===== config.mk =====
export PLATFORM = sky130hd
export DESIGN_NAME = peripheral_controller
export DESIGN_NICKNAME = d
export VERILOG_FILES = /design/src/rtl/peripheral_controller_pkg.sv /design/src/rtl/peripheral_controller_keypad_scanner.sv /design/src/rtl/peripheral_controller.sv
export SDC_FILE = /design/constraint.sdc
export NUM_CORES = 1
export LEC_CHECK = 0
export ABC_CLOCK_PERIOD_IN_PS = 31800
export BUFFER_PORTS_ARGS = -buffer_cell sky130_fd_sc_hd__buf_2
export CELL_PAD_IN_SITES_DETAIL_PLACEMENT = 0
export CELL_PAD_IN_SITES_GLOBAL_PLACEMENT = 2
export CORE_ASPECT_RATIO = 1.25
export CORE_MARGIN = 2
export CORE_UTILIZATION = 38
export CTS_CLUSTER_SIZE = 8
export DETAILED_ROUTE_END_ITERATION = 6
export PLACE_DENSITY = 0.92
export SETUP_SLACK_MARGIN = 0.05
export SLEW_MARGIN = 20
export SYNTH_ARGS = -nofsm -noshare
export SYNTH_HDL_FRONTEND = slang
export SYNTH_SLANG_ARGS = --single-unit
export TNS_END_PERCENT = 1

===== constraint.sdc =====
create_clock -name clk -period 31.8 [get_ports clk]
set_input_delay 0 -clock clk [delete_from_list [all_inputs] [get_ports clk]]
set_output_delay 0 -clock clk [all_outputs]
set_load 0.01 [all_outputs]

===== src/rtl/peripheral_controller_pkg.sv =====
// Shared definitions for the peripheral controller.
// Holds the bus address map, the seven-segment codes (active-high, {g,f,e,d,c,b,a}),
// the keypad candidate record and small decode helpers.
package peripheral_controller_pkg;

    localparam logic [3:0] ADDR_KEY  = 4'h0;
    localparam logic [3:0] ADDR_DISP = 4'h4;

    localparam logic [6:0] SEG_BLANK = 7'h00;
    localparam logic [6:0] SEG_MINUS = 7'h40;

    // One keypad observation: a closed key and its code, code forced to 0 when not valid
    // so that equal observations always compare equal.
    typedef struct packed {
        logic       valid;
        logic [3:0] code;
    } key_cand_t;

    function automatic logic [6:0] seg_encode(input logic [3:0] digit);
        logic [6:0] seg;
        case (digit)
            4'd0:    seg = 7'h3F;
            4'd1:    seg = 7'h06;
            4'd2:    seg = 7'h5B;
            4'd3:    seg = 7'h4F;
            4'd4:    seg = 7'h66;
            4'd5:    seg = 7'h6D;
            4'd6:    seg = 7'h7D;
            4'd7:    seg = 7'h07;
            4'd8:    seg = 7'h7F;
            4'd9:    seg = 7'h6F;
            default: seg = SEG_BLANK;
        endcase
        return seg;
    endfunction

    // Index of the lowest closed column; only meaningful when any bit is set.
    function automatic logic [1:0] lowest_col(input logic [3:0] cols);
        logic [1:0] idx;
        if (cols[0])      idx = 2'd0;
        else if (cols[1]) idx = 2'd1;
        else if (cols[2]) idx = 2'd2;
        else              idx = 2'd3;
        return idx;
    endfunction

endpackage


===== src/rtl/peripheral_controller_keypad_scanner.sv =====
// 4x4 matrix keypad scanner with column synchroniser and debounce.
// Ports:
//   clk      system clock
//   reset    synchronous active-low reset
//   cols     column sense, active-high, asynchronous to clk
//   rows     one-hot row drive, active-high, registered
//   key_reg  debounced key: {valid, 3'b000, code}, code = row*4 + col
module peripheral_controller_keypad_scanner
    import peripheral_controller_pkg::*;
#(
    parameter int unsigned SCAN_DIV       = 1000,
    parameter int unsigned DEBOUNCE_SCANS = 4
) (
    input  logic       clk,
    input  logic       reset,
    input  logic [3:0] cols,
    output logic [3:0] rows,
    output logic [7:0] key_reg
);

    localparam int unsigned DIV_W = (SCAN_DIV > 1) ? $clog2(SCAN_DIV) : 1;
    localparam int unsigned CNT_W = $clog2(DEBOUNCE_SCANS + 1);
    localparam logic [DIV_W-1:0] DIV_LAST = DIV_W'(SCAN_DIV - 1);
    localparam logic [CNT_W-1:0] CNT_MAX  = CNT_W'(DEBOUNCE_SCANS);

    logic [DIV_W-1:0] div_cnt;
    logic [1:0]       row_idx;
    logic [3:0]       cols_meta;
    logic [3:0]       cols_sync;
    key_cand_t        scan_acc;
    key_cand_t        last_cand;
    logic [CNT_W-1:0] stable_cnt;

    logic             row_end;
    logic             scan_end;
    key_cand_t        row_cand;
    key_cand_t        scan_next;
    logic [CNT_W-1:0] cnt_next;

    always_comb begin
        // Columns are sampled at the end of each row period, long after the
        // two-flop synchroniser has caught up with the newly driven row.
        row_end        = (div_cnt == DIV_LAST);
        scan_end       = row_end && (row_idx == 2'd3);
        row_cand.valid = |cols_sync;
        row_cand.code  = row_cand.valid ? {row_idx, lowest_col(cols_sync)} : 4'd0;

        // Rows are visited in ascending order, so the first hit in a scan already
        // carries the lowest code; later rows never override it.
        if (row_idx == 2'd0)     scan_next = row_cand;
        else if (scan_acc.valid) scan_next = scan_acc;
        else                     scan_next = row_cand;

        if (scan_next != last_cand)   cnt_next = CNT_W'(1);
        else if (stable_cnt == CNT_MAX) cnt_next = CNT_MAX;
        else                          cnt_next = stable_cnt + CNT_W'(1);
    end

    always_ff @(posedge clk) begin
        if (!reset) begin
            div_cnt    <= '0;
            row_idx    <= 2'd0;
            rows       <= 4'b0001;
            cols_meta  <= 4'b0000;
            cols_sync  <= 4'b0000;
            scan_acc   <= '0;
            last_cand  <= '0;
            stable_cnt <= '0;
            key_reg    <= 8'h00;
        end else begin
            cols_meta <= cols;
            cols_sync <= cols_meta;
            if (row_end) begin
                div_cnt  <= '0;
                row_idx  <= row_idx + 2'd1;
                rows     <= {rows[2:0], rows[3]};
                scan_acc <= scan_next;
                if (scan_end) begin
                    last_cand  <= scan_next;
                    stable_cnt <= cnt_next;
                    if (cnt_next == CNT_MAX) begin
                        key_reg <= scan_next.valid ? {1'b1, 3'b000, scan_next.code} : 8'h00;
                    end
                end
            end else begin
                div_cnt <= div_cnt + DIV_W'(1);
            end
        end
    end

endmodule


===== src/rtl/peripheral_controller.sv =====
// Memory-mapped peripheral: signed decimal 7-segment display plus keypad.
// Ports:
//   clk, reset         system clock, synchronous active-low reset
//   address, din       bus word address and write data
//   writeEnable        bus write strobe
//   dout               registered read data (addr 0: key, addr 4: display low byte)
//   hex0..hex9         decimal digits, LSD first, active-low {g,f,e,d,c,b,a}
//   hex10              sign digit, active-low
//   dot                decimal point, active-low, held off
//   rows, cols         keypad row drive / column sense
module peripheral_controller
    import peripheral_controller_pkg::*;
#(
    parameter int unsigned SCAN_DIV       = 1000,
    parameter int unsigned DEBOUNCE_SCANS = 4
) (
    input  logic        clk,
    input  logic        reset,
    input  logic [3:0]  address,
    input  logic [31:0] din,
    input  logic        writeEnable,
    output logic [7:0]  dout,
    output logic [6:0]  hex0,
    output logic [6:0]  hex1,
    output logic [6:0]  hex2,
    output logic [6:0]  hex3,
    output logic [6:0]  hex4,
    output logic [6:0]  hex5,
    output logic [6:0]  hex6,
    output logic [6:0]  hex7,
    output logic [6:0]  hex8,
    output logic [6:0]  hex9,
    output logic [6:0]  hex10,
    output logic        dot,
    output logic [3:0]  rows,
    input  logic [3:0]  cols
);

    logic [31:0] display_din;
    logic [7:0]  key_reg;
    logic [7:0]  rd_data;
    logic [31:0] magnitude;
    logic [39:0] bcd;
    logic [6:0]  digit_seg [10];
    logic [3:0]  nib;
    logic        seen;

    peripheral_controller_keypad_scanner #(
        .SCAN_DIV       (SCAN_DIV),
        .DEBOUNCE_SCANS (DEBOUNCE_SCANS)
    ) u_keypad_scanner (
        .clk     (clk),
        .reset   (reset),
        .cols    (cols),
        .rows    (rows),
        .key_reg (key_reg)
    );

    always_comb begin
        rd_data = 8'h00;
        case (address)
            ADDR_KEY:  rd_data = key_reg;
            ADDR_DISP: rd_data = display_din[7:0];
            default:   rd_data = 8'h00;
        endcase
    end

    always_ff @(posedge clk) begin
        if (!reset) begin
            display_din <= 32'h0;
            dout        <= 8'h00;
        end else begin
            if (writeEnable && (address == ADDR_DISP)) begin
                display_din <= din;
            end
            dout <= rd_data;
        end
    end

    // Two's-complement negate; 32'h8000_0000 maps onto itself, which is the
    // correct unsigned magnitude 2147483648.
    always_comb begin
        magnitude = display_din[31] ? (~display_din + 32'd1) : display_din;
    end

    // Shift-add-3 binary to BCD, ten digits.
    always_comb begin
        bcd = '0;
        for (int i = 31; i >= 0; i--) begin
            for (int d = 0; d < 10; d++) begin
                if (bcd[4*d +: 4] >= 4'd5) begin
                    bcd[4*d +: 4] = bcd[4*d +: 4] + 4'd3;
                end
            end
            bcd = {bcd[38:0], magnitude[i]};
        end
    end

    // Walk from the most significant digit down; a digit is lit once any digit at
    // or above it is nonzero, and the units digit is always lit.
    always_comb begin
        seen = 1'b0;
        nib  = 4'd0;
        for (int d = 9; d >= 0; d--) begin
            nib  = bcd[4*d +: 4];
            seen = seen | (nib != 4'd0) | (d == 0);
            digit_seg[d] = seen ? ~seg_encode(nib) : ~SEG_BLANK;
        end
    end

    assign hex0  = digit_seg[0];
    assign hex1  = digit_seg[1];
    assign hex2  = digit_seg[2];
    assign hex3  = digit_seg[3];
    assign hex4  = digit_seg[4];
    assign hex5  = digit_seg[5];
    assign hex6  = digit_seg[6];
    assign hex7  = digit_seg[7];
    assign hex8  = digit_seg[8];
    assign hex9  = digit_seg[9];
    assign hex10 = display_din[31] ? ~SEG_MINUS : ~SEG_BLANK;
    assign dot   = 1'b1;

endmodule


After elaboration in Yosys (flattened, before gate mapping). Memory sizes are Yosys's and may differ from the RTL's. Cells that the tools add are included.

Order comparisons: 155. Reductions and logical operators: 17. Eq/ne operators: 6. Bitwise gates (word level): 20. Multiplexer cells: 176. $add $sub $neg: 159.

Operator list (count): $mux 4 (154); $ge 4x3->1 const B (145); $add 4x2->4 const B (144); $mux 7 (10); $not 7->7 (10); $add 3x2->4 const B (9); $reduce_bool 4->1 (9); $add 32x1->32 const B (1); $mux 32 (1); $not 32->32 (1); $ge 3x3->1 const B (10); $pmux 8 s2 (1); $mux 3 (4); $add 10x1->10 const B (1); $eq 10x10->1 const B (1); $mux 5 (2); $mux 8 (1); $or 1x1->1 (8); $add 3x2->3 const B (2); $eq 3x3->1 const B (2); $ne 5x5->1 (1); $eq 4x3->1 const B (1); $logic_not 4->1 (1); $mux 2 (2); other kinds (11) (12).

Bits in read-only memories: 1120. Input port bits: 43. Register bits after elaboration: 85. Memories: 10.

Memories: (no name shown) (depth 16, width 7, read ports 1, clocked after Yosys merged registers in 0, wr ports 0, RTL line peripheral_controller_pkg.sv:21) `case (digit)`; (no name shown) (depth 16, width 7, read ports 1, clocked after Yosys merged registers in 0, wr ports 0, RTL line peripheral_controller_pkg.sv:21); (no name shown) (depth 16, width 7, read ports 1, clocked after Yosys merged registers in 0, wr ports 0, RTL line peripheral_controller_pkg.sv:21); (no name shown) (depth 16, width 7, read ports 1, clocked after Yosys merged registers in 0, wr ports 0, RTL line peripheral_controller_pkg.sv:21); (no name shown) (depth 16, width 7, read ports 1, clocked after Yosys merged registers in 0, wr ports 0, RTL line peripheral_controller_pkg.sv:21); (no name shown) (depth 16, width 7, read ports 1, clocked after Yosys merged registers in 0, wr ports 0, RTL line peripheral_controller_pkg.sv:21); +4 memories.

Depth between registers and ports, before layout. Gate-level depths: netlist (run 1).

Depth after elaboration: 71. Mapped depth: 157.

By module. From an unflattened synthesis (run 1), not the netlist that was laid out.

Cell total of the unflattened synthesis: 4179. Area, all modules: 29598.4 µm².

By module, submodules not included: peripheral_controller (cells each 3981, instances 1, area each 27715.3 µm², seq. area each 800.8 µm²); peripheral_controller_keypad_scanner (cells each 198, instances 1, area each 1883.1 µm², seq. area each 840.8 µm²).

Least setup slack after synthesis (run 1). No wires, ideal clock.

Kind: register -> output. From: reg display_din[23]. To: out hex1[0]. Cell stages (with the launch flop): 148. Required time: 31.800 ns. Path buffers: 5. Arrival time: 28.913 ns. Setup slack: 2.887 ns. Cell sequence: dfxtp_1 or4_4 or4_4 or3_1 nor2_1 nor2_1 ha_1 nand2b_1 o21ai_1 a21oi_1 nor2_1 ha_1 inv_1 nor2_1 nor2_1 a211oi_1 nor2_1 ha_1 [112 not listed] ha_1 nor2b_1 o21ai_0 xnor2_1 inv_1 ha_1 nand2b_1 nor3b_1 a21oi_1 inv_1 ha_1 nand2b_1 a21boi_0 xnor2_1 ha_1 and3_1 nand4_2 a31oi_1.

Cells in the longest elaborated chain, start to end: 71. Elaborated cells between the ends (all ways): 488. Those cells by class: 156 x add/sub; 155 x order compare; 157 x mux; 10 x bitwise; 9 x reduce/logical; 1 x memory.

RTL lines: start, declared (RTL line peripheral_controller.sv:39) `logic [31:0] display_din;`; start signal, assigned (RTL line peripheral_controller.sv:74) `display_din <= din;`; $not 32->32 (RTL line peripheral_controller.sv:83) `magnitude = display_din[31] ? (~display_din + 32'd1) : display_din;`; $add 32x1->32 (RTL line peripheral_controller.sv:83); $mux 32 (*) (RTL line peripheral_controller.sv:83); $add 3x2->4 or $ge 3x3->1 (tied branches) (RTL line peripheral_controller.sv:92, peripheral_controller.sv:91); $mux 4 (RTL line peripheral_controller.sv:91) `if (bcd[4*d +: 4] >= 4'd5) begin`; $add 4x2->4 or $ge 4x3->1 (tied branches) (RTL line peripheral_controller.sv:92, peripheral_controller.sv:91); $mux 4 (RTL line peripheral_controller.sv:91); $add 4x2->4 or $ge 4x3->1 (tied branches) (RTL line peripheral_controller.sv:92, peripheral_controller.sv:91); [48 not listed]; $mux 4 (RTL line peripheral_controller.sv:91); $add 4x2->4 (tied with other cells) (RTL line peripheral_controller.sv:92) `bcd[4*d +: 4] = bcd[4*d +: 4] + 4'd3;`; $mux 4 or $mux 3 (tied branches) (RTL line peripheral_controller.sv:91); $add 4x2->4 (tied with other cells) (RTL line peripheral_controller.sv:92); $mux 4 or $mux 3 (tied branches) (RTL line peripheral_controller.sv:91); $reduce_bool 4->1 (RTL line peripheral_controller.sv:106) `seen = seen | (nib != 4'd0) | (d == 0);`; $or 1x1->1 (8 in a row) (RTL line peripheral_controller.sv:106); $mux 7 (*) (RTL line peripheral_controller.sv:107) `digit_seg[d] = seen ? ~seg_encode(nib) : ~SEG_BLANK;`; end, declared (RTL line peripheral_controller.sv:24) `output logic [6:0] hex1,`.

Every way passes the cells marked *; elsewhere a longest branch is shown, timed or not.

Final worst setup path (run 1).
From: reg display_din[23]. To: out hex2[5].

Cells in the longest elaborated chain, start to end: 70. Elaborated cells between the ends (all ways): 483. Those cells by class: 155 x add/sub; 154 x order compare; 156 x mux; 9 x bitwise; 8 x reduce/logical; 1 x memory.

RTL lines: $not 32->32 (RTL line peripheral_controller.sv:83); $add 32x1->32 (RTL line peripheral_controller.sv:83); $mux 32 (*) (RTL line peripheral_controller.sv:83); $add 3x2->4 or $ge 3x3->1 (tied branches) (RTL line peripheral_controller.sv:92, peripheral_controller.sv:91); $mux 4 (RTL line peripheral_controller.sv:91); $add 4x2->4 or $ge 4x3->1 (tied branches) (RTL line peripheral_controller.sv:92, peripheral_controller.sv:91); $mux 4 (RTL line peripheral_controller.sv:91); $add 4x2->4 or $ge 4x3->1 (tied branches) (RTL line peripheral_controller.sv:92, peripheral_controller.sv:91); [48 not listed]; $mux 4 (RTL line peripheral_controller.sv:91); $add 4x2->4 (tied with other cells) (RTL line peripheral_controller.sv:92); $mux 4 or $mux 3 (tied branches) (RTL line peripheral_controller.sv:91); $add 4x2->4 (tied with other cells) (RTL line peripheral_controller.sv:92); $mux 4 or $mux 3 (tied branches) (RTL line peripheral_controller.sv:91); $reduce_bool 4->1 (RTL line peripheral_controller.sv:106); $or 1x1->1 (7 in a row) (RTL line peripheral_controller.sv:106); $mux 7 (*) (RTL line peripheral_controller.sv:107); end, declared (RTL line peripheral_controller.sv:25) `output logic [6:0] hex2,`.

Marks and branches as above.

==> metrics.txt, run 1 <==
Die W=approximately 250 um; setup slack, reg-to-reg=roughly 29 ns; # IOs=roughly 130; Core ar.=77,000 sq um; Net count, final=approximately 4,600; Setup Skew=0.0110 ns; CTS tree=built; CTS H-Tree Depth=3; Die Area=about 80,000 sq um; via-per-instance ratio=between 5 and 6; RR Endpoint=u_keypad_scanner.key_reg[3]$_SDFFE_PN0P_; largest net degree at the start of global routing=59; Worst R2R Path Depth=12; largest reg by FF count=display_din; Fillers=around 8,000; Hold Startpoint=address[2]; Max FO, Critical Path=11; post-synthesis sequential area ratio=5.58%; Initial DRT Pass Iterations=5; Critical Path Most Common Cell=ha_1; Most used DFF post-synth=dfxtp_1; Cell Area, Synth=around 29,000 sq um; Mean Syn Cell Area=between 7 and 8 sq um; setup TNS=0 ns; Seq cells post-synth=82; Critical Path End Type=primary output; GRT overflow=0; clock sink total=82; storage element area=1640 sq um; total number of vias=just over 30,000; Starting Density=about two fifths; Initial DRC Count=about 1,600; Hold Crit Depth=4; CP peak stage delay=~0.58 ns; worst-margin pin slew=between 1 and 1.5 ns; Fin. Hold Viols=0; WL/cell=around 14 um; Port Buffers=about 130; fin crit period=29.62 ns; WP data arrival=roughly 30 ns; worst-skew pair later-pin latency=approximately 0.33 ns; clock slew at reported path FFs=0.06 ns; Final period util=93.1%; biggest regs=display_din: 32 flops, u_keypad_scanner.div_cnt: 10 flops, dout: 8 flops; synthesized netlist cell count=4,122; All-Layer GR Usage=between 15 and 20%; DP HPWL=58.6 mm; Slew Limit Fails=0; Largest register FFs=32; Slowest-stage cell, CP=or4_4; share of cells above drive strength 1=between 10% and 20%; Distinct cells, synth=between 150 and 200; WS Path Type=flip-flop to primary output; CP Launch Type=flip-flop; Final setup viols=0; type of the worst min-delay path=input pin to flip-flop; Crit Reg-Reg Startpoint=u_keypad_scanner.row_idx[0]$_SDFFE_PN0P_; Async SR Flop Fraction=0%; Max Clock Freq=about 34 MHz; number of enable flip-flop cells after synthesis=0; Slew Limit Headroom=27.7%; antenna-violating nets left=0; status=finished clean; MaxCap Viol Count=0; TritonCTS Buffers=9; worst-case clock buffer depth=2; Area Overhead vs Synth=10.5%; Hold EP=dout[3]$_SDFF_PN0_; Chip Height=315 um; initial antenna violation count=0; drt drc=0; final WL=between 70 and 80 mm; vias in the first global route=between 20,000 and 30,000; YS warnings=0; floorplan row count=114; first-pass GRT wire length=around 120 mm; root buffer cell=clkbuf_16; # diodes=0; area of the multi-input gates=approximately 26,000 sq um; Final Wtd Congestion=0.871; Crit path required time=around 32 ns
[metal layers]
metal  vias up  global-route usage (%)  routed length, um
met5         -                       0                  0
met2       426                    32.8              36300
met4         0                    2.46                748
met3        59                   0.520               1270
met1     14100                    22.1              34500
li1      16000                       -                  -
[cells in the final DEF (no fill, tap or decap), types with 38 or more instances in the layout]
cell type  count
nand2_1      371
nor2_1       289
inv_1        264
a21oi_1      260
ha_1         232
o21ai_0      187
nor3_1       139
nand3_1      132
mux2i_1      129
buf_2        125
buf_4         98
xnor2_1       92
o211ai_1      82
dfxtp_1       82
o21ai_1       78
a211oi_1      75
mux2_2        68
a21o_1        65
and2_1        63
and3_1        60
o21a_1        53
nor2b_1       51
or3_1         46
a21boi_0      45
inv_2         45
nand2b_1      44
a31oi_1       38
[how the worst max path moves through the flow]
stage,from,end,slack (ns)
5_1_grt,display_din[23]$_SDFFE_PN0P_,hex1[0],-0.09
4_1_cts,display_din[0]$_SDFFE_PN0P_,hex1[2],0.05
3_5_place_dp,display_din[0]$_SDFFE_PN0P_,hex1[2],0.17
3_3_place_gp,display_din[0]$_SDFFE_PN0P_,hex1[4],1.14
6_report,display_din[23]$_SDFFE_PN0P_,hex2[5],2.18
2_1_floorplan,display_din[23]$_SDFFE_PN0P_,hex1[0],2.89
[final cells by class]
class                      count  area share (%)
multi-input combinational   3623            81.3
timing repair buffer         260            5.32
sequential                    82            5.05
tap                          986            3.79
inverter                     317            3.70
clock buffer                  12           0.727
clock inverter                 4           0.162
[per-stage QoR]
step	cells	setup slack (ns)	hold slack, ns	util [%]	instance area (sq um)
2_1_floorplan	4128	2.89	0.127	-	29500
3_3_place_gp	5216	1.14	0.211	40.7	31400
3_5_place_dp	5216	0.170	0.216	40.7	31400
4_1_cts	5269	0.0506	0.0988	41.6	32000
5_1_grt	5284	-0.0936	0.133	42.2	32500
6_report	5284	2.18	0.109	42.2	32500
[cells in the mapped netlist (65+ instances only)]
cell type	number	area, sq um
dfxtp_1	82	1640
nand3_1	132	661
o21ai_1	70	350
o211ai_1	82	616
a21oi_1	264	1320
nor3_1	142	711
xnor2_1	108	946
ha_1	243	3040
inv_1	265	995
mux2_2	68	766
a21o_1	65	488
a211oi_1	77	578
nand2_1	372	1400
mux2i_1	134	1340
nor2_1	295	1110
o21ai_0	198	991
[critical path: cells and delay by family, from the launching register on]
kind                       cells  cell delay, ns
and+or+nand+nor               55            9.98
AOI/OAI and AO/OA             40            8.20
muxes                          5            1.52
DFF                            1            0.36
xor gates and xnor gates       7            1.34
adders and majority gates     23            5.85
buffers and inverters         18            1.95
[timing repair]
action | 4_1_cts | 5_1_grt
pin swaps | 0 | 14
setup buffers | 0 | 15
setup endpoints to repair | 25 | 70
gates resized for setup | 4 | 87
hold buffers | 37 | 0
endpoints found under the hold margin | 37 | 0
[cell families after synthesis]
logic type | after synthesis | synth area share (%)
AOI/OAI and AO/OA | 1503 | 38.0
xor gates and xnor gates | 164 | 5.56
adders and majority gates | 248 | 10.5
buffers and inverters | 423 | 6.11
DFF | 82 | 5.58
muxes | 236 | 8.76
other | 1 | 0.0127
and+or+nand+nor | 1465 | 25.5
Power of run 1 is not shown: default switching activity piles up to over one toggle a cycle in this logic, so the estimate is an artifact.
==> inputs of run 2 (changes only) <==
- PLACE_DENSITY: 0.92 -> default
- PLACE_DENSITY_LB_ADDON: default -> 0.1
- SLEW_MARGIN: 20 -> default
- SYNTH_HIERARCHICAL: default -> 1
==> run 2 against run 1 <==
Via count increased by 2.4%; core utilization up 0.42 points; die area increased by 0.56%; cell area is 1.4% higher; non-clock buffer count fell by 21; register-to-register slack improved by 0.22 ns; critical path type unchanged; first-iteration DRC count is 3.4% higher; routed wire length increased by 10%; count of clock-buffer cells in the layout down 1.
==> metrics.txt, run 2 <==
final WL=80.4 mm (+10%); Core ar.=77,300 sq um (+0.37%); clock slew at reported path FFs=0.06 ns (about the same); Initial DRT Pass Iterations=5 (unchanged); CP Launch Type=flip-flop; YS warnings=6 (+6); Mean Syn Cell Area=7.08 sq um (-0.81%); # IOs=133 (unchanged); TritonCTS Buffers=9 (unchanged); Final Wtd Congestion=0.835 (-4.1%); largest net degree at the start of global routing=53 (-10%); WL/cell=15.0 um (+8.7%); Setup Skew=0.00737 ns (-0.00361 ns); Hold Startpoint=reset; Distinct cells, synth=153 (-6.1%); Crit path required time=31.80 ns (about the same); All-Layer GR Usage=19.1% (+1.8 points); Die W=254 um (+0.28%); setup slack, reg-to-reg=29.16 ns (+0.22 ns); Worst R2R Path Depth=8 (-4); Synth Area in Adders=10.5% (+0.017 points); CP peak stage delay=0.56 ns (-0.02 ns); Largest register FFs=32 (unchanged); initial antenna violation count=0 (unchanged); post-synthesis compound-gate area fraction=38.5% (+0.44 points); largest reg by FF count=display_din; number of enable flip-flop cells after synthesis=0 (unchanged); synth cell count leaders=378 x nand2_1, 350 x nor2_1, 258 x inv_1; antenna-violating nets left=0 (unchanged); drt drc=0 (unchanged); Max FO, Critical Path=9 (-2); biggest regs=display_din: 32 flops, u_keypad_scanner/div_cnt: 10 flops, dout: 8 flops; GRT overflow=0 (unchanged); Final period util=92.9% (-0.26 points); clock sink total=82 (unchanged); via-per-instance ratio=5.82 (+0.73%); Cell Area, Synth=29,600 sq um (+0.57%); synthesized netlist cell count=4,179 (+1.4%); first-pass GRT wire length=136 mm (+9.0%); Final setup viols=0 (unchanged); fin crit period=29.53 ns (-0.0842 ns); Slew Limit Headroom=33.0% (+5.3 points); Fillers=8,306 (+3.2%); CTS H-Tree Depth=3 (unchanged); Synth area leaders=ha_1 10%, dfxtp_1 5.5%, nand2_1 4.8%; share of cells above drive strength 1=15.8% (-0.71 points); Seq cells post-synth=82 (unchanged); most frequent cells in the layout=376 x nand2_1, 342 x nor2_1, 257 x inv_1; worst-skew pair later-pin latency=0.34 ns (about the same); MaxCap Viol Count=0 (unchanged); worst-case clock buffer depth=2 (unchanged); largest family of logic cells by synthesized area=compound AO/OA/AOI/OAI gates; most common cell after layout, fill and taps aside=nand2_1; Slew Limit Fails=0 (unchanged); biggest area consumer among synthesized cells=ha_1; area of the multi-input gates=27,000 sq um (+2.2%); storage element area=1640 sq um (unchanged); mux share of post-synthesis cell area=8.34% (-0.42 points); Synth top area share=10.3% (-0.058 points); Async SR Flop Fraction=0% (unchanged); Crit Reg-Reg Startpoint=u_keypad_scanner/row_idx[0]$_SDFFE_PN0P_; Port Buffers=125 (unchanged); Critical Path End Type=primary output; Fin. Hold Viols=0 (unchanged); Chip Height=316 um (+0.28%); Critical Path Most Common Cell=ha_1; DP HPWL=64.3 mm (+9.7%); Hold EP=u_keypad_scanner/rows[0]$_SDFFE_PN1P_; Slowest-stage cell, CP=or4_1; simple-gate share of the synthesized area=26.5% (+1.1 points); status=finished clean; WP data arrival=29.53 ns (-0.09 ns); worst hold slack=0.183 ns (+0.0742 ns); CTS tree=built; # diodes=0 (unchanged); Net count, final=4,607 (+0.61%); vias in the first global route=29,000 (+3.9%); Area Overhead vs Synth=11.4%; Max Clock Freq=33.9 MHz (+0.29%); Most used DFF post-synth=dfxtp_1; Starting Density=38.3% (+0.074 points); RR Endpoint=u_keypad_scanner/stable_cnt[2]$_SDFFE_PN0P_; worst-margin pin slew=0.997 ns (-0.0754 ns); WS Path Type=flip-flop to primary output; post-synthesis sequential area ratio=5.55% (-0.031 points); most common cell in the netlist=nand2_1; type of the worst min-delay path=input pin to flip-flop; Initial DRC Count=1,659 (+3.4%); Die Area=80,200 sq um (+0.56%); total number of vias=31,200 (+2.4%); floorplan row count=114 (unchanged); Hold Crit Depth=2 (-2); Synth Area in XOR/XNOR=4.70% (-0.86 points); root buffer cell=clkbuf_16
## run 2: changes by cell type after synthesis, sizes merged, moves of 13 or more
cell and delta:
nor2 +48, o21ai -38, a31oi +32, xnor2 -20, clkbuf +18, inv -15, o21a -15, a21oi -14
o31a +14, a211oi +13, and3 -13, nand4 +13
## run 2: worst max path at each step
stage | start | end | slack (ns) | cells after the start
2_1_floorplan | display_din[0]$_SDFFE_PN0P_ | hex1[4] | 3.85 | 137
4_1_cts | display_din[0]$_SDFFE_PN0P_ | hex3[4] | 0.07 | 141
3_5_place_dp | display_din[0]$_SDFFE_PN0P_ | hex1[5] | -0.15 | 140
6_report | display_din[0]$_SDFFE_PN0P_ | hex3[4] | 2.27 | 143
3_3_place_gp | display_din[0]$_SDFFE_PN0P_ | hex1[5] | 0.29 | 140
5_1_grt | display_din[0]$_SDFFE_PN0P_ | hex3[4] | -0.1 | 141
## run 2: final cells by class
class	instances	area share (%)
clock buffer	11	0.706
clock inverter	5	0.239
inverter	303	3.45
multi-input combinational	3686	81.9
sequential	82	4.98
tap	1044	3.96
timing repair buffer	239	4.77
## run 2: routing by layer
metal,track usage [%],routed length [um]
met1,25.4,39100
met2,34.8,38900
met3,0.763,1490
met4,2.67,912
met5,0,0
## run 2: repair_timing
action	in CTS	in global routing
resized for setup	10	137
endpoints found under the setup margin	26	70
buffers inserted	2	39
hold buffers	36	0
endpoints found under the hold margin	36	0
pin swaps	1	25
## run 2: kinds of logic (layout without fill, tap and decap cells)
kind of cell | after synthesis | after routing
AO/OA/AOI/OAI | 1514 | 1514
XOR/XNOR | 142 | 142
adder cells (fa/ha/maj) | 250 | 250
buffers and inverters | 421 | 558
flip-flops | 82 | 82
multiplexers | 231 | 231
other | 3 | 13
AND/OR/NAND/NOR | 1536 | 1536
## run 2: stage by stage
step                      instance area (sq um)  std cells  TNS [ns]  worst slack [ns]  utilization [%]
after detailed placement                  31200       5277    -0.749            -0.145             40.4
after floorplan                           29600       4189         0              3.85                -
final                                     33000       5370         0              2.27             42.6
after global routing                      33000       5370    -0.483           -0.0988             42.6
after CTS                                 32000       5331         0            0.0703             41.4
after global placement                    31200       5277         0             0.286             40.4
## run 2: worst max-delay path: cells and delay by family (launching register included)
kind | cells | cell delay [ns]
AOI/OAI and AO/OA | 53 | 11.34
and+or+nand+nor | 39 | 7.62
adders and majority gates | 25 | 6.16
buffers and inverters | 19 | 2.26
xor gates and xnor gates | 6 | 1.26
DFF | 1 | 0.38
muxes | 1 | 0.13
Power of run 2 is left out for the same reason.
==> inputs of run 3 (changes only) <==
- BUFFER_PORTS_ARGS: -buffer_cell sky130_fd_sc_hd__buf_2 -> default
- CORE_UTILIZATION: 38 -> 39
- DONT_BUFFER_PORTS: default -> 1
- SLEW_MARGIN: default -> 25
==> run 3 against run 2 <==
Sequential share of layout area rose by 0.11 points; critical path depth fell by 4; final cell count fell by 3.8%; register-to-register slack improved by 0.02 ns; global-route usage rose by 0.14 points; core utilization rose by 0.39 points; critical endpoint unchanged; fmax fell by 0.30%; cell area fell by 2.1%; count of clock-buffer cells in the layout fell by 1.
==> metrics.txt, run 3 (same netlist as run 2, synthesis figures left out) <==
status=finished clean; MaxCap Viol Count=0 (unchanged); Fillers=7,830 (-5.7%); most frequent cells in the layout=376 x nand2_1, 343 x nor2_1, 257 x inv_1; Worst R2R Path Depth=8 (unchanged); Final setup viols=0 (unchanged); Bufs and invs on worst path=18 (-1); fin crit period=29.62 ns (+0.0894 ns); Net count, final=4,479 (-2.8%); Initial DRT Pass Iterations=5 (unchanged); Core ar.=75,000 sq um (-3.0%); most common cell after layout, fill and taps aside=nand2_1; Crit path required time=31.80 ns (about the same); worst-case clock buffer depth=2 (unchanged); DP HPWL=63.9 mm (-0.63%); CTS H-Tree Depth=3 (unchanged); Largest register FFs=32 (unchanged); GRT overflow=0 (unchanged); worst-skew pair later-pin latency=0.34 ns (about the same); Initial DRC Count=1,538 (-7.3%); Hold Crit Depth=3 (+1); vias in the first global route=28,600 (-1.2%); # IOs=133 (unchanged); Setup WS post-layout=2.18 ns (-0.0894 ns); All-Layer GR Usage=19.2% (+0.14 points); CP peak stage delay=0.56 ns (about the same); WL/cell=15.5 um (+3.4%); worst-margin pin slew=0.999 ns (+0.00221 ns); # diodes=0 (unchanged); Area Overhead vs Synth=9.01%; Max Clock Freq=33.8 MHz (-0.30%); Max FO, Critical Path=8 (-1); Die Area=78,100 sq um (-2.5%); biggest regs=display_din: 32 flops, u_keypad_scanner/div_cnt: 10 flops, dout: 8 flops; largest net degree at the start of global routing=51 (-3.8%); first-pass GRT wire length=135 mm (-0.88%); area of the multi-input gates=27,000 sq um (about the same); TritonCTS Buffers=9 (unchanged); Critical Path End Type=primary output; Slew Limit Fails=0 (unchanged); Setup Skew=0.00631 ns (-0.00105 ns); antenna-violating nets left=0 (unchanged); root buffer cell=clkbuf_16; Crit. path cell count=139 (-2.8%); Final Wtd Congestion=0.827 (-0.99%); RSZ-0062 raised after global routing=yes; WP data arrival=29.62 ns (+0.09 ns); WS Path Type=flip-flop to primary output; Critical Path Most Common Cell=ha_1; Port Buffers=0 (-100%); via-per-instance ratio=5.94 (+2.1%); Chip Height=312 um (-1.3%); total number of vias=30,700 (-1.7%); largest reg by FF count=display_din; Final period util=93.1% (+0.28 points); CP Launch Type=flip-flop; storage element area=1640 sq um (unchanged); pre-CTS setup slack=-0.0671 ns (+0.0780 ns); Fin. Hold Viols=0 (unchanged); Slew Limit Headroom=32.9% (-0.15 points); clock slew at reported path FFs=0.06 ns (about the same); drt drc=0 (unchanged); type of the worst min-delay path=input pin to flip-flop; clock sink total=82 (unchanged); floorplan row count=112 (-1.8%); CTS tree=built; initial antenna violation count=0 (unchanged); Slowest-stage cell, CP=or4_1; Crit path max-delay family=compound AO/OA/AOI/OAI gates; Die W=250 um (-1.3%); final WL=80.0 mm (-0.49%); share of cells above drive strength 1=13.1% (-2.7 points); Starting Density=39.5% (+1.2 points)
## run 3: final timing paths
kind	from	endpoint	slack [ns]
max	display_din[0]$_SDFFE_PN0P_	hex3[4]	2.18
min	writeEnable	display_din[1]$_SDFFE_PN0P_	0.03
max reg2reg	u_keypad_scanner/row_idx[0]$_SDFFE_PN0P_	u_keypad_scanner/stable_cnt[2]$_SDFFE_PN0P_	29.18
min reg2reg	u_keypad_scanner/cols_meta[0]$_SDFF_PN0_	u_keypad_scanner/cols_sync[0]$_SDFF_PN0_	0.43
## run 3: area by class of cell
class | instances | area share, %
sequential | 82 | 5.09
multi-input combinational | 3686 | 83.6
clock buffer | 10 | 0.710
timing repair buffer | 111 | 2.92
inverter | 303 | 3.53
clock inverter | 6 | 0.357
tap | 969 | 3.76
## run 3: metrics by stage
step	utilization [%]	area [sq um]	instances	TNS, ns	hold WS [ns]
6_report	43.0	32300	5167	0	0.0292
5_1_grt	43.0	32300	5167	-0.337	0.0391
4_1_cts	41.8	31300	5133	0	0.0251
3_5_place_dp	40.7	30500	5075	-0.134	0.0703
3_3_place_gp	40.7	30500	5075	0	0.0669
2_1_floorplan	-	29600	4189	0	0.127
## run 3: tightest hold or removal path, stage by stage
cell and delay [ns]:
and2_1 0.16, nand2_1 0.09, a21boi_0 0.07
## run 3: per-layer routing
| layer | up-vias | track usage (%) | routed length, um |
|---|---|---|---|
| met5 | - | 0 | 0 |
| met4 | 0 | 2.64 | 707 |
| met3 | 55 | 0.916 | 1450 |
| met2 | 364 | 35.1 | 39000 |
| met1 | 14300 | 25.4 | 38900 |
| li1 | 16000 | - | - |
## run 3: timing repair
item	in CTS	in global routing
pin swaps	1	28
hold buffers	39	0
setup buffers	3	34
endpoints found under the hold margin	50	0
setup endpoints to repair	22	70
resized for setup	12	125
Power of run 3 is left out for the same reason.
